**src/rtl/id_decode_stage.sv**
```systemverilog
// id_decode_stage: registered MIPS decode with valid/ready, load-use stall,
// flush, immediate extension and illegal detection. Jumps: DECODER_JUMP_EN.
module id_decode_stage #(
    parameter int IWIDTH    = 32,
    parameter int AWIDTH    = 5,
    parameter int IMM_WIDTH = 16,
    parameter int DWIDTH    = 32,
    parameter int CNT_WIDTH = 16
) (
    input  logic                 d_clk,
    input  logic                 d_rst,
    input  logic [IWIDTH-1:0]    ds_i_instr,
    input  logic                 ds_i_valid,
    output logic                 ds_o_ready,
    input  logic                 ds_i_flush,
    input  logic                 ds_i_ready,
    output logic                 ds_o_valid,
    output logic [5:0]           ds_o_opcode,
    output logic [5:0]           ds_o_funct,
    output logic [AWIDTH-1:0]    ds_o_addr_rs,
    output logic [AWIDTH-1:0]    ds_o_addr_rt,
    output logic [AWIDTH-1:0]    ds_o_addr_rd,
    output logic [DWIDTH-1:0]    ds_o_imm,
    output logic                 ds_o_reg_dst,
    output logic                 ds_o_alu_src,
    output logic                 ds_o_branch,
    output logic                 ds_o_reg_wr,
    output logic                 ds_o_memread,
    output logic                 ds_o_memwrite,
    output logic                 ds_o_memtoreg,
`ifdef DECODER_JUMP_EN
    output logic                 ds_o_jump,
`endif
    output logic                 ds_o_illegal,
    output logic [CNT_WIDTH-1:0] ds_o_stall_cnt,
    output logic [CNT_WIDTH-1:0] ds_o_illegal_cnt
);

    localparam logic [5:0] OP_RTYPE = 6'h00;
    localparam logic [5:0] OP_ADDI  = 6'h08;
    localparam logic [5:0] OP_ADDIU = 6'h09;
    localparam logic [5:0] OP_SLTI  = 6'h0A;
    localparam logic [5:0] OP_SLTIU = 6'h0B;
    localparam logic [5:0] OP_ANDI  = 6'h0C;
    localparam logic [5:0] OP_ORI   = 6'h0D;
    localparam logic [5:0] OP_BEQ   = 6'h04;
    localparam logic [5:0] OP_BNE   = 6'h05;
    localparam logic [5:0] OP_LW    = 6'h23;
    localparam logic [5:0] OP_SW    = 6'h2B;
`ifdef DECODER_JUMP_EN
    localparam logic [5:0] OP_J     = 6'h02;
    localparam logic [5:0] OP_JAL   = 6'h03;
`endif

    typedef struct packed {
        logic [5:0]        opcode;
        logic [5:0]        funct;
        logic [AWIDTH-1:0] rs;
        logic [AWIDTH-1:0] rt;
        logic [AWIDTH-1:0] rd;
        logic [DWIDTH-1:0] imm;
        logic              reg_dst;
        logic              alu_src;
        logic              branch;
        logic              reg_wr;
        logic              memread;
        logic              memwrite;
        logic              memtoreg;
`ifdef DECODER_JUMP_EN
        logic              jump;
`endif
    } dec_t;

    logic [5:0]           op_in;
    logic [5:0]           funct_in;
    logic [AWIDTH-1:0]    rs_in;
    logic [AWIDTH-1:0]    rt_in;
    logic [AWIDTH-1:0]    rd_in;
    logic [IMM_WIDTH-1:0] imm_raw;
    logic [DWIDTH-1:0]    imm_sext;
    logic [DWIDTH-1:0]    imm_zext;
    logic                 unused_instr;

    assign op_in    = ds_i_instr[IWIDTH-1 -: 6];
    assign rs_in    = ds_i_instr[IWIDTH-7 -: AWIDTH];
    assign rt_in    = ds_i_instr[IWIDTH-7-AWIDTH -: AWIDTH];
    assign rd_in    = ds_i_instr[IWIDTH-7-2*AWIDTH -: AWIDTH];
    assign funct_in = ds_i_instr[5:0];
    assign imm_raw  = ds_i_instr[IMM_WIDTH-1:0];
    assign imm_sext = DWIDTH'(signed'(imm_raw));
    assign imm_zext = DWIDTH'(imm_raw);
    // shamt and other don't-care bits are intentionally ignored
    assign unused_instr = ^ds_i_instr;

    logic is_rtype;
    logic is_alui;
    logic is_zext;
    logic is_branch;
    logic is_lw;
    logic is_sw;
`ifdef DECODER_JUMP_EN
    logic is_j;
    logic is_jal;
`endif

    assign is_rtype  = (op_in == OP_RTYPE);
    assign is_alui   = (op_in == OP_ADDI) | (op_in == OP_ADDIU) |
                       (op_in == OP_SLTI) | (op_in == OP_SLTIU) |
                       (op_in == OP_ANDI) | (op_in == OP_ORI);
    assign is_zext   = (op_in == OP_ANDI) | (op_in == OP_ORI);
    assign is_branch = (op_in == OP_BEQ) | (op_in == OP_BNE);
    assign is_lw     = (op_in == OP_LW);
    assign is_sw     = (op_in == OP_SW);
`ifdef DECODER_JUMP_EN
    assign is_j      = (op_in == OP_J);
    assign is_jal    = (op_in == OP_JAL);
`endif

    dec_t dec;
    logic dec_illegal;

    // Field and control decode of the incoming instruction
    always_comb begin
        dec         = '0;
        dec_illegal = 1'b0;
        dec.opcode  = op_in;
        unique case (1'b1)
            is_rtype: begin
                dec.rs      = rs_in;
                dec.rt      = rt_in;
                dec.rd      = rd_in;
                dec.funct   = funct_in;
                dec.reg_dst = 1'b1;
                dec.reg_wr  = 1'b1;
            end
            is_alui: begin
                dec.rs      = rs_in;
                dec.rt      = rt_in;
                dec.imm     = is_zext ? imm_zext : imm_sext;
                dec.alu_src = 1'b1;
                dec.reg_wr  = 1'b1;
            end
            is_branch: begin
                dec.rs     = rs_in;
                dec.rt     = rt_in;
                dec.imm    = imm_sext;
                dec.branch = 1'b1;
            end
            is_lw: begin
                dec.rs       = rs_in;
                dec.rt       = rt_in;
                dec.imm      = imm_sext;
                dec.alu_src  = 1'b1;
                dec.reg_wr   = 1'b1;
                dec.memread  = 1'b1;
                dec.memtoreg = 1'b1;
            end
            is_sw: begin
                dec.rs       = rs_in;
                dec.rt       = rt_in;
                dec.imm      = imm_sext;
                dec.alu_src  = 1'b1;
                dec.memwrite = 1'b1;
            end
`ifdef DECODER_JUMP_EN
            is_j: begin
                dec.imm  = DWIDTH'(ds_i_instr[25:0]);
                dec.jump = 1'b1;
            end
            is_jal: begin
                dec.imm     = DWIDTH'(ds_i_instr[25:0]);
                dec.jump    = 1'b1;
                dec.reg_wr  = 1'b1;
                dec.reg_dst = 1'b1;
                dec.rd      = '1;
            end
`endif
            default: begin
                dec         = '0;
                dec_illegal = 1'b1;
            end
        endcase
    end

    dec_t                 q;
    logic                 valid_q;
    logic                 illegal_q;
    logic [CNT_WIDTH-1:0] stall_cnt_q;
    logic [CNT_WIDTH-1:0] illegal_cnt_q;

    logic uses_rt;
    logic stall;

    assign uses_rt = is_rtype | is_branch | is_sw;
    assign stall   = ds_i_valid & valid_q & q.memread &
                     (q.rt != '0) &
                     ((q.rt == rs_in) | (uses_rt & (q.rt == rt_in)));

    assign ds_o_ready = (~valid_q | ds_i_ready) & ~stall & ~ds_i_flush;

    // ID/EX register: flush > stall bubble > accept > drain > hold
    always_ff @(posedge d_clk) begin
        if (d_rst) begin
            q             <= '0;
            valid_q       <= 1'b0;
            illegal_q     <= 1'b0;
            stall_cnt_q   <= '0;
            illegal_cnt_q <= '0;
        end else begin
            illegal_q <= 1'b0;
            if (ds_i_flush) begin
                q       <= '0;
                valid_q <= 1'b0;
            end else if (stall & ds_i_ready) begin
                q       <= '0;
                valid_q <= 1'b0;
                if (stall_cnt_q != '1)
                    stall_cnt_q <= stall_cnt_q + CNT_WIDTH'(1);
            end else if (ds_i_valid & ds_o_ready) begin
                if (dec_illegal) begin
                    q         <= '0;
                    valid_q   <= 1'b0;
                    illegal_q <= 1'b1;
                    if (illegal_cnt_q != '1)
                        illegal_cnt_q <= illegal_cnt_q + CNT_WIDTH'(1);
                end else begin
                    q       <= dec;
                    valid_q <= 1'b1;
                end
            end else if (ds_i_ready & valid_q) begin
                q       <= '0;
                valid_q <= 1'b0;
            end
        end
    end

    assign ds_o_valid       = valid_q;
    assign ds_o_opcode      = q.opcode;
    assign ds_o_funct       = q.funct;
    assign ds_o_addr_rs     = q.rs;
    assign ds_o_addr_rt     = q.rt;
    assign ds_o_addr_rd     = q.rd;
    assign ds_o_imm         = q.imm;
    assign ds_o_reg_dst     = q.reg_dst;
    assign ds_o_alu_src     = q.alu_src;
    assign ds_o_branch      = q.branch;
    assign ds_o_reg_wr      = q.reg_wr;
    assign ds_o_memread     = q.memread;
    assign ds_o_memwrite    = q.memwrite;
    assign ds_o_memtoreg    = q.memtoreg;
`ifdef DECODER_JUMP_EN
    assign ds_o_jump        = q.jump;
`endif
    assign ds_o_illegal     = illegal_q;
    assign ds_o_stall_cnt   = stall_cnt_q;
    assign ds_o_illegal_cnt = illegal_cnt_q;

endmodule

```
**config.mk**
```make
export PLATFORM = sky130hd
export DESIGN_NAME = id_decode_stage
export DESIGN_NICKNAME = d
export VERILOG_FILES = /design/src/rtl/id_decode_stage.sv
export SDC_FILE = /design/constraint.sdc
export NUM_CORES = 1
export LEC_CHECK = 0
export ABC_AREA = 1
export BUFFER_PORTS_ARGS = -buffer_cell sky130_fd_sc_hd__buf_2
export CAP_MARGIN = 20
export CORE_ASPECT_RATIO = 1.4
export CORE_MARGIN = 4
export CORE_UTILIZATION = 50
export DETAILED_ROUTE_END_ITERATION = 6
export PLACE_DENSITY = 0.79
export SLEW_MARGIN = 5
export SYNTH_ARGS = -nofsm -noshare
export SYNTH_HDL_FRONTEND = slang
export SYNTH_SLANG_ARGS = --single-unit
```
**constraint.sdc**
```tcl
create_clock -name d_clk -period 2.32 [get_ports d_clk]
set_input_delay 0.232 -clock d_clk [delete_from_list [all_inputs] [get_ports d_clk]]
set_output_delay 0.232 -clock d_clk [all_outputs]
set_load 0.05 [all_outputs]
```
After elaboration in Yosys (flattened, before gate mapping)

Cells that the tools add are included.

Input port bits: 37
Bits in registers: 100

Mux-type cells: 17
$add $sub $neg: 2
Eq/ne operators: 14
Reductions and logical operators: 11
Bitwise logic cells: 27

Operator list:

| operator                                                               | count |
|---|---|
| 66-bit two-way mux                                                     | 3 |
| 32-bit one-hot mux with 2 select lines                                 | 1 |
| 6-bit by 4-bit equality test with 1-bit output (second input constant) | 6 |
| 16-bit by 1-bit adder with 16-bit output (second input constant)       | 2 |
| 32-bit two-way mux                                                     | 1 |
| 16-bit != test (second input constant)                                 | 2 |
| 6-bit by 3-bit equality test with 1-bit output (second input constant) | 2 |
| 6-bit equality test (second input constant)                            | 2 |
| 3-bit OR reduction                                                     | 4 |
| 1-bit OR                                                               | 11 |
| 1-bit bitwise AND                                                      | 10 |
| 5-bit equality test                                                    | 2 |
| 1-bit two-way mux                                                      | 10 |
| 6-bit logical NOT                                                      | 1 |
| 6-bit two-way mux                                                      | 1 |
| 1-bit inverter                                                         | 6 |
| 5-bit two-way mux                                                      | 1 |
| 5-bit AND reduction                                                    | 1 |
| 5-bit nonzero test                                                     | 1 |
| 5-bit OR reduction                                                     | 1 |
| 4-bit OR reduction                                                     | 1 |
| 3-bit AND reduction                                                    | 1 |
| 2-bit nonzero test                                                     | 1 |

Longest topological paths before layout

Depth after elaboration: 13
Gate-level depth with buffers: 13
Depth with buffers taken out: 12

Worst setup path before layout

No wires, ideal clock.

Path kind: register to register
From: register illegal_cnt_q[0], in the netlist ds_o_illegal_cnt[0]
To: register illegal_cnt_q[6], in the netlist ds_o_illegal_cnt[6]
Library setup time: 70 ps
Data required time: 2250 ps
Path buffers: 1
Cell stages (with the launch flop): 13
Data arrival time: 2172 ps
Period minus slack after synthesis: 2242 ps
Path slack: 78 ps
Cell sequence: dfxtp_1 -> ha_1 -> nand2_1 -> inv_1 -> nand2_1 -> inv_2 -> nand2_1 -> nor4_2 -> nand2_2 -> nand2_4 -> buf_6 -> nand2_1 -> a21oi_1

Word-level cells in the longest chain between the ends: 2
Elaborated cells on any way between the ends: 3
Classes of those cells: add/sub (1); eq/ne (1); reduce/logical (1)

Ends and longest elaborated chain:

| item                                                                             | line | source |
|---|---|---|
| start, declared                                                                  | 189  | `logic [CNT_WIDTH-1:0] illegal_cnt_q;` |
| start signal, assigned                                                           | 225  | `illegal_cnt_q <= illegal_cnt_q + CNT_WIDTH'(1);` |
| branches (longest 2 deep; another with 16-bit by 1-bit adder with 16-bit output) | -    |  |

Parallel ways; which one is timed is not known.
A chain may end at the register's enable or synchronous reset.

Worst setup path in the final report

From: register q (netlist bit ds_o_addr_rt[0])
To: register q (netlist bit ds_o_imm[13])

Word-level cells in the longest chain between the ends: 9
Elaborated cells on any way between the ends: 15
Classes of those cells: eq/ne (2); mux (1); bitwise (9); reduce/logical (3)

Ends and longest elaborated chain:

| item                                                            | line | source |
|---|---|---|
| start, declared                                                 | 185  | `dec_t q;` |
| start signal, assigned                                          | 204  | `q <= '0;` |
| start signal, assigned                                          | 212  | `q <= '0;` |
| start signal, assigned                                          | 215  | `q <= '0;` |
| 5-bit equality test                                             | 197  | `((q.rt == rs_in) \| (uses_rt & (q.rt == rt_in)));` |
| 1-bit bitwise AND                                               | 197  |  |
| 1-bit OR                                                        | 197  |  |
| 1-bit bitwise AND (*)                                           | 196  | `(q.rt != '0) &` |
| 1-bit inverter                                                  | 199  | `assign ds_o_ready = (~valid_q \| ds_i_ready) & ~stall & ~ds_i_flush;` |
| 1-bit bitwise AND (2 in series)                                 | 199  |  |
| 1-bit bitwise AND                                               | 219  | `end else if (ds_i_valid & ds_o_ready) begin` |
| 66-bit two-way mux / 2-bit nonzero test (equally long branches) | -    |  |

Every way passes the cells marked *; elsewhere a longest branch is shown, timed or not.

==> impl_results.md <==
- Run status: completed
- First-pass iteration count of the detailed router: 4
- Wire length of the first global-routing pass: 17910 microns
- Post-synthesis net count: roughly 620
- Met1 Usage GRT: between 20 and 25%
- Synthesis-to-finish area growth: 23.82%
- CTS Buffer Depth: 2
- Slew at the pin with the worst max-slew slack: between 0.5 and 0.6 ns
- Setup violators final: 0
- Global-route usage over all layers: between 20 and 25%
- Post-synthesis cell area: around 0.0042 sq mm
- Maximum number of pins on one net before global-route repair: 39
- Area inside the core boundary: ~0.008 sq mm
- Clock Sinks: 84
- Worst vdd rail ir drop: 0.6658 mV
- Sw Share: between 20% and 30%
- Unrepaired setup endpoints after global routing: false
- Switching power summed over all nets: slightly above 0.0007 W
- Gate count after technology mapping: 582
- Worst slack at placement: between 0.1 and 0.15 ns
- Post-route core utilization: between 60% and 70%
- Num CTS Buffers: 9
- Peak-usage layer in the global routing report: met2
- Data arrival time at the worst-slack endpoint: between 2 and 2.5 ns
- Antenna violations before repair: 0
- Number of top-level pins: 138
- Hold buffers post-CTS: 0
- Critical path launch point type: flop
- Total Negative Setup Slacks: 0 ns
- FF+latch count, synth: 84
- Wirelength per Cell: 13.25 microns
- Max-slew headroom at the worst pin: between 60% and 70%
- Required arrival time at the worst endpoint: roughly 2.6 ns
- Worst setup slack after layout: a little under 0.3 ns
- Hold/Removal Path Class: primary input to flop
- Via count of the first global-routing pass: 4090
- Relative contribution of combinational cells to total power: under 10%
- Post-layout instance count excluding filler cells: ~800
- Total power density per cell area: 631.0 mW/mm^2
- Total via count after detailed routing: 4067
- Share of cells above drive strength 1: roughly a quarter
- Max Freq: around 490 MHz
- Worst clock skew: slightly below 0.006 ns
- HPWL after detailed placement: about 8000 microns
- Count of routing violations after the opening detailed-route iteration: 171
- Starting density of the core: between 50% and 60%
- TritonCTS clock tree: built
- Part of the power in registers: between 40% and 50%
- Clock latency on the worst-skew pair: around 0.33 ns
- Fin crit share: between 80% and 90%
- Area fraction of the dominant cell type after synthesis: 40.52%
- # DRC: 0
- Cell accounting for the most synthesized area: sky130_fd_sc_hd__dfxtp_1
- Number of slew-limit violations in the final report: 0
- Total of max-cap violations: 0
- Top cells by area in the synthesized netlist: sky130_fd_sc_hd__dfxtp_1, sky130_fd_sc_hd__nand2_1, sky130_fd_sc_hd__a21oi_1, sky130_fd_sc_hd__xor2_1, sky130_fd_sc_hd__nand3_1
- Total detailed-routing wirelength: 10670 microns
- Die footprint: between 0.009 and 0.01 sq mm
- Count of different cell masters after synthesis: 35
- Minimum clock period after layout: a little over 2 ns
- Number of I/O port buffers: approximately 140
- Number of warnings printed during yosys synthesis: 0
- Number of antenna-violating nets in the routed design: 0
- Max Fanout on Critical Path: 38
- Cell Count Post-Placement: approximately 790
- ANT cells: 0
- Master cell of the clock root buffer: sky130_fd_sc_hd__clkbuf_16
- Internal power: 0.002517 W
- Global-route met3 utilization: about 6.8%
- Critical Path Sink Type: flop
- Cell Rows: 39
- Final #Nets: 737
- Number of levels in the clock H-tree: 3
- Static leakage power: between 2 and 2.5 nW
- Power consumption: between 0.003 and 0.004 W
- Vertical die dimension: 115.8 microns
- Relative contribution of the clock network to total power: 48.8%
- Global placer's final weighted congestion: approximately 0.9
- Horizontal die dimension: 85 microns
- Final Hold Violating Endpoints: 0
- Per-cell via count in the routed design: 5.052
- Part of the Yosys area used for sequential elements: approximately two fifths
- Grt met2 use: 39.42%
- Crit Path Category: flop to flop
- Total global routing overflow: 0
- Worst-path clk slew: ~0.060 ns
- Avg Cell Area, Syn: roughly 7.1 sq um
==> through the flow <==
step | cell area, sq um | hold WS, ns
floorplan | 4150 | 0.3105
global placement | 4790 | 0.4349
detailed placement | 4790 | 0.4418
CTS | 5125 | 0.1360
global route | 5139 | 0.1396
finish | 5139 | 0.1469
==> flip-flops by register name, summed over array words and instances (netlist names) <==
| signal | flops |
|---|---|
| ds_o_memwrite | 1 |
| ds_o_valid | 1 |
| ds_o_illegal | 1 |
| ds_o_stall_cnt | 16 |
| ds_o_alu_src | 1 |
| ds_o_addr_rs | 5 |
| ds_o_branch | 1 |
| ds_o_opcode | 6 |
| ds_o_addr_rd | 5 |
| ds_o_funct | 6 |
| ds_o_addr_rt | 5 |
| ds_o_memread | 1 |
| ds_o_reg_wr | 1 |
| ds_o_reg_dst | 1 |
| ds_o_imm | 17 |
| ds_o_illegal_cnt | 16 |
==> kinds of logic (layout without fill, tap and decap cells) <==
| group | count (synthesis) | in the layout | share of synthesized area (%) |
|---|---|---|---|
| AOI/OAI and AO/OA | 90 | 90 | 11.25 |
| xor gates and xnor gates | 32 | 32 | 6.753 |
| adders and majority gates | 2 | 2 | 0.6029 |
| buffers and inverters | 84 | 205 | 10.16 |
| DFF | 84 | 84 | 40.52 |
| and+or+nand+nor | 290 | 290 | 30.72 |
==> layout by cell type, fill, tap and decap left out, types with 2 or more instances in the layout <==
master,instances
sky130_fd_sc_hd__nand2_1,176
sky130_fd_sc_hd__buf_2,137
sky130_fd_sc_hd__a21oi_1,84
sky130_fd_sc_hd__dfxtp_1,84
sky130_fd_sc_hd__inv_1,42
sky130_fd_sc_hd__nor2_1,36
sky130_fd_sc_hd__nand3_1,34
sky130_fd_sc_hd__xor2_1,22
sky130_fd_sc_hd__nor3_1,11
sky130_fd_sc_hd__xnor2_1,10
sky130_fd_sc_hd__nand4_1,9
sky130_fd_sc_hd__clkbuf_16,9
sky130_fd_sc_hd__nand2_2,5
sky130_fd_sc_hd__inv_2,4
sky130_fd_sc_hd__buf_4,4
sky130_fd_sc_hd__nand3_2,3
sky130_fd_sc_hd__nor2_2,3
sky130_fd_sc_hd__o21ai_0,3
sky130_fd_sc_hd__nor4_1,2
sky130_fd_sc_hd__or2_2,2
sky130_fd_sc_hd__ha_1,2
sky130_fd_sc_hd__clkbuf_8,2
sky130_fd_sc_hd__bufinv_16,2
sky130_fd_sc_hd__buf_12,2
==> cell usage after synthesis <==
master,n
sky130_fd_sc_hd__buf_4,23
sky130_fd_sc_hd__and3_1,1
sky130_fd_sc_hd__dfxtp_1,84
sky130_fd_sc_hd__nor4_2,1
sky130_fd_sc_hd__nand2_4,1
sky130_fd_sc_hd__nand3_4,1
sky130_fd_sc_hd__nor2_2,2
sky130_fd_sc_hd__ha_1,2
sky130_fd_sc_hd__o21ai_0,3
sky130_fd_sc_hd__clkbuf_1,8
sky130_fd_sc_hd__a21oi_1,84
sky130_fd_sc_hd__or2_2,2
sky130_fd_sc_hd__nand4_1,9
sky130_fd_sc_hd__nand3b_1,1
sky130_fd_sc_hd__a21oi_4,1
sky130_fd_sc_hd__or2_0,1
sky130_fd_sc_hd__nand2_2,4
sky130_fd_sc_hd__buf_2,4
sky130_fd_sc_hd__inv_2,4
sky130_fd_sc_hd__inv_1,42
sky130_fd_sc_hd__o31ai_1,1
sky130_fd_sc_hd__nor4_1,2
sky130_fd_sc_hd__nand3_1,35
sky130_fd_sc_hd__buf_1,1
sky130_fd_sc_hd__nor2_4,1
sky130_fd_sc_hd__nor2_8,1
sky130_fd_sc_hd__nor3_1,11
sky130_fd_sc_hd__buf_6,2
sky130_fd_sc_hd__nor2_1,37
sky130_fd_sc_hd__nand3_2,2
sky130_fd_sc_hd__o21a_1,1
sky130_fd_sc_hd__xnor2_1,10
sky130_fd_sc_hd__nand2_1,177
sky130_fd_sc_hd__xor2_1,22
sky130_fd_sc_hd__nor3_2,1
==> worst max-delay path, stage by stage, from the launching register on <==
cell,delay [ns]
sky130_fd_sc_hd__dfxtp_1,0.44
sky130_fd_sc_hd__inv_2,0.04
sky130_fd_sc_hd__nand2_1,0.05
sky130_fd_sc_hd__nand2_1,0.05
sky130_fd_sc_hd__a21oi_1,0.12
sky130_fd_sc_hd__nand4_1,0.12
sky130_fd_sc_hd__nand2_2,0.13
sky130_fd_sc_hd__nand2_2,0.08
sky130_fd_sc_hd__nand3_4,0.17
sky130_fd_sc_hd__nand2_2,0.08
sky130_fd_sc_hd__inv_2,0.20
sky130_fd_sc_hd__buf_12,0.23
sky130_fd_sc_hd__nand2_1,0.08
sky130_fd_sc_hd__a21oi_1,0.15
==> layout make-up <==
class / instances / area, sq um
multi-input combinational: 414 / 2066
sequential: 84 / 1682
timing repair buffer: 143 / 755.7
fill: 777 / 3010
tap: 102 / 127.6
inverter: 46 / 172.7
clock inverter: 5 / 82.58
clock buffer: 11 / 252.7
==> power groups by stage <==
stage / sequential (W) / clock, W / combinational (W)
final: 0.00145 / 0.00158 / 0.000208
after global routing: 0.00145 / 0.00168 / 0.000228
after CTS: 0.00145 / 0.00161 / 0.000209
after detailed placement: 0.00149 / 0 / 0.000209
after global placement: 0.00148 / 0 / 0.000205
after floorplan: 0.00151 / 0 / 0.000111
==> routing by layer <==
| layer | share of wire (%) | wire [microns] |
|---|---|---|
| met1 | 40 | 4257 |
| met3 | 7.2 | 767 |
| met2 | 51 | 5433 |
| met5 | 0 | 0 |
| met4 | 2.0 | 212 |
==> what timing repair did <==
action                     in CTS  in global routing
gates resized for setup         0                  3
setup buffers                   0                  0
setup endpoints to repair       0                  4
==> worst paths after layout <==
path	depth (start not counted)	endpoint	startpoint	slack, ns
hold reg to reg	2	ds_o_opcode[4]	ds_o_opcode[4]	0.44
setup reg to reg	13	ds_o_imm[13]	ds_o_addr_rt[0]	0.29
hold / removal	3	ds_o_imm[8]	ds_i_instr[8]	0.15
setup / recovery	13	ds_o_imm[13]	ds_o_addr_rt[0]	0.29
(Power assumes the default switching activity.)
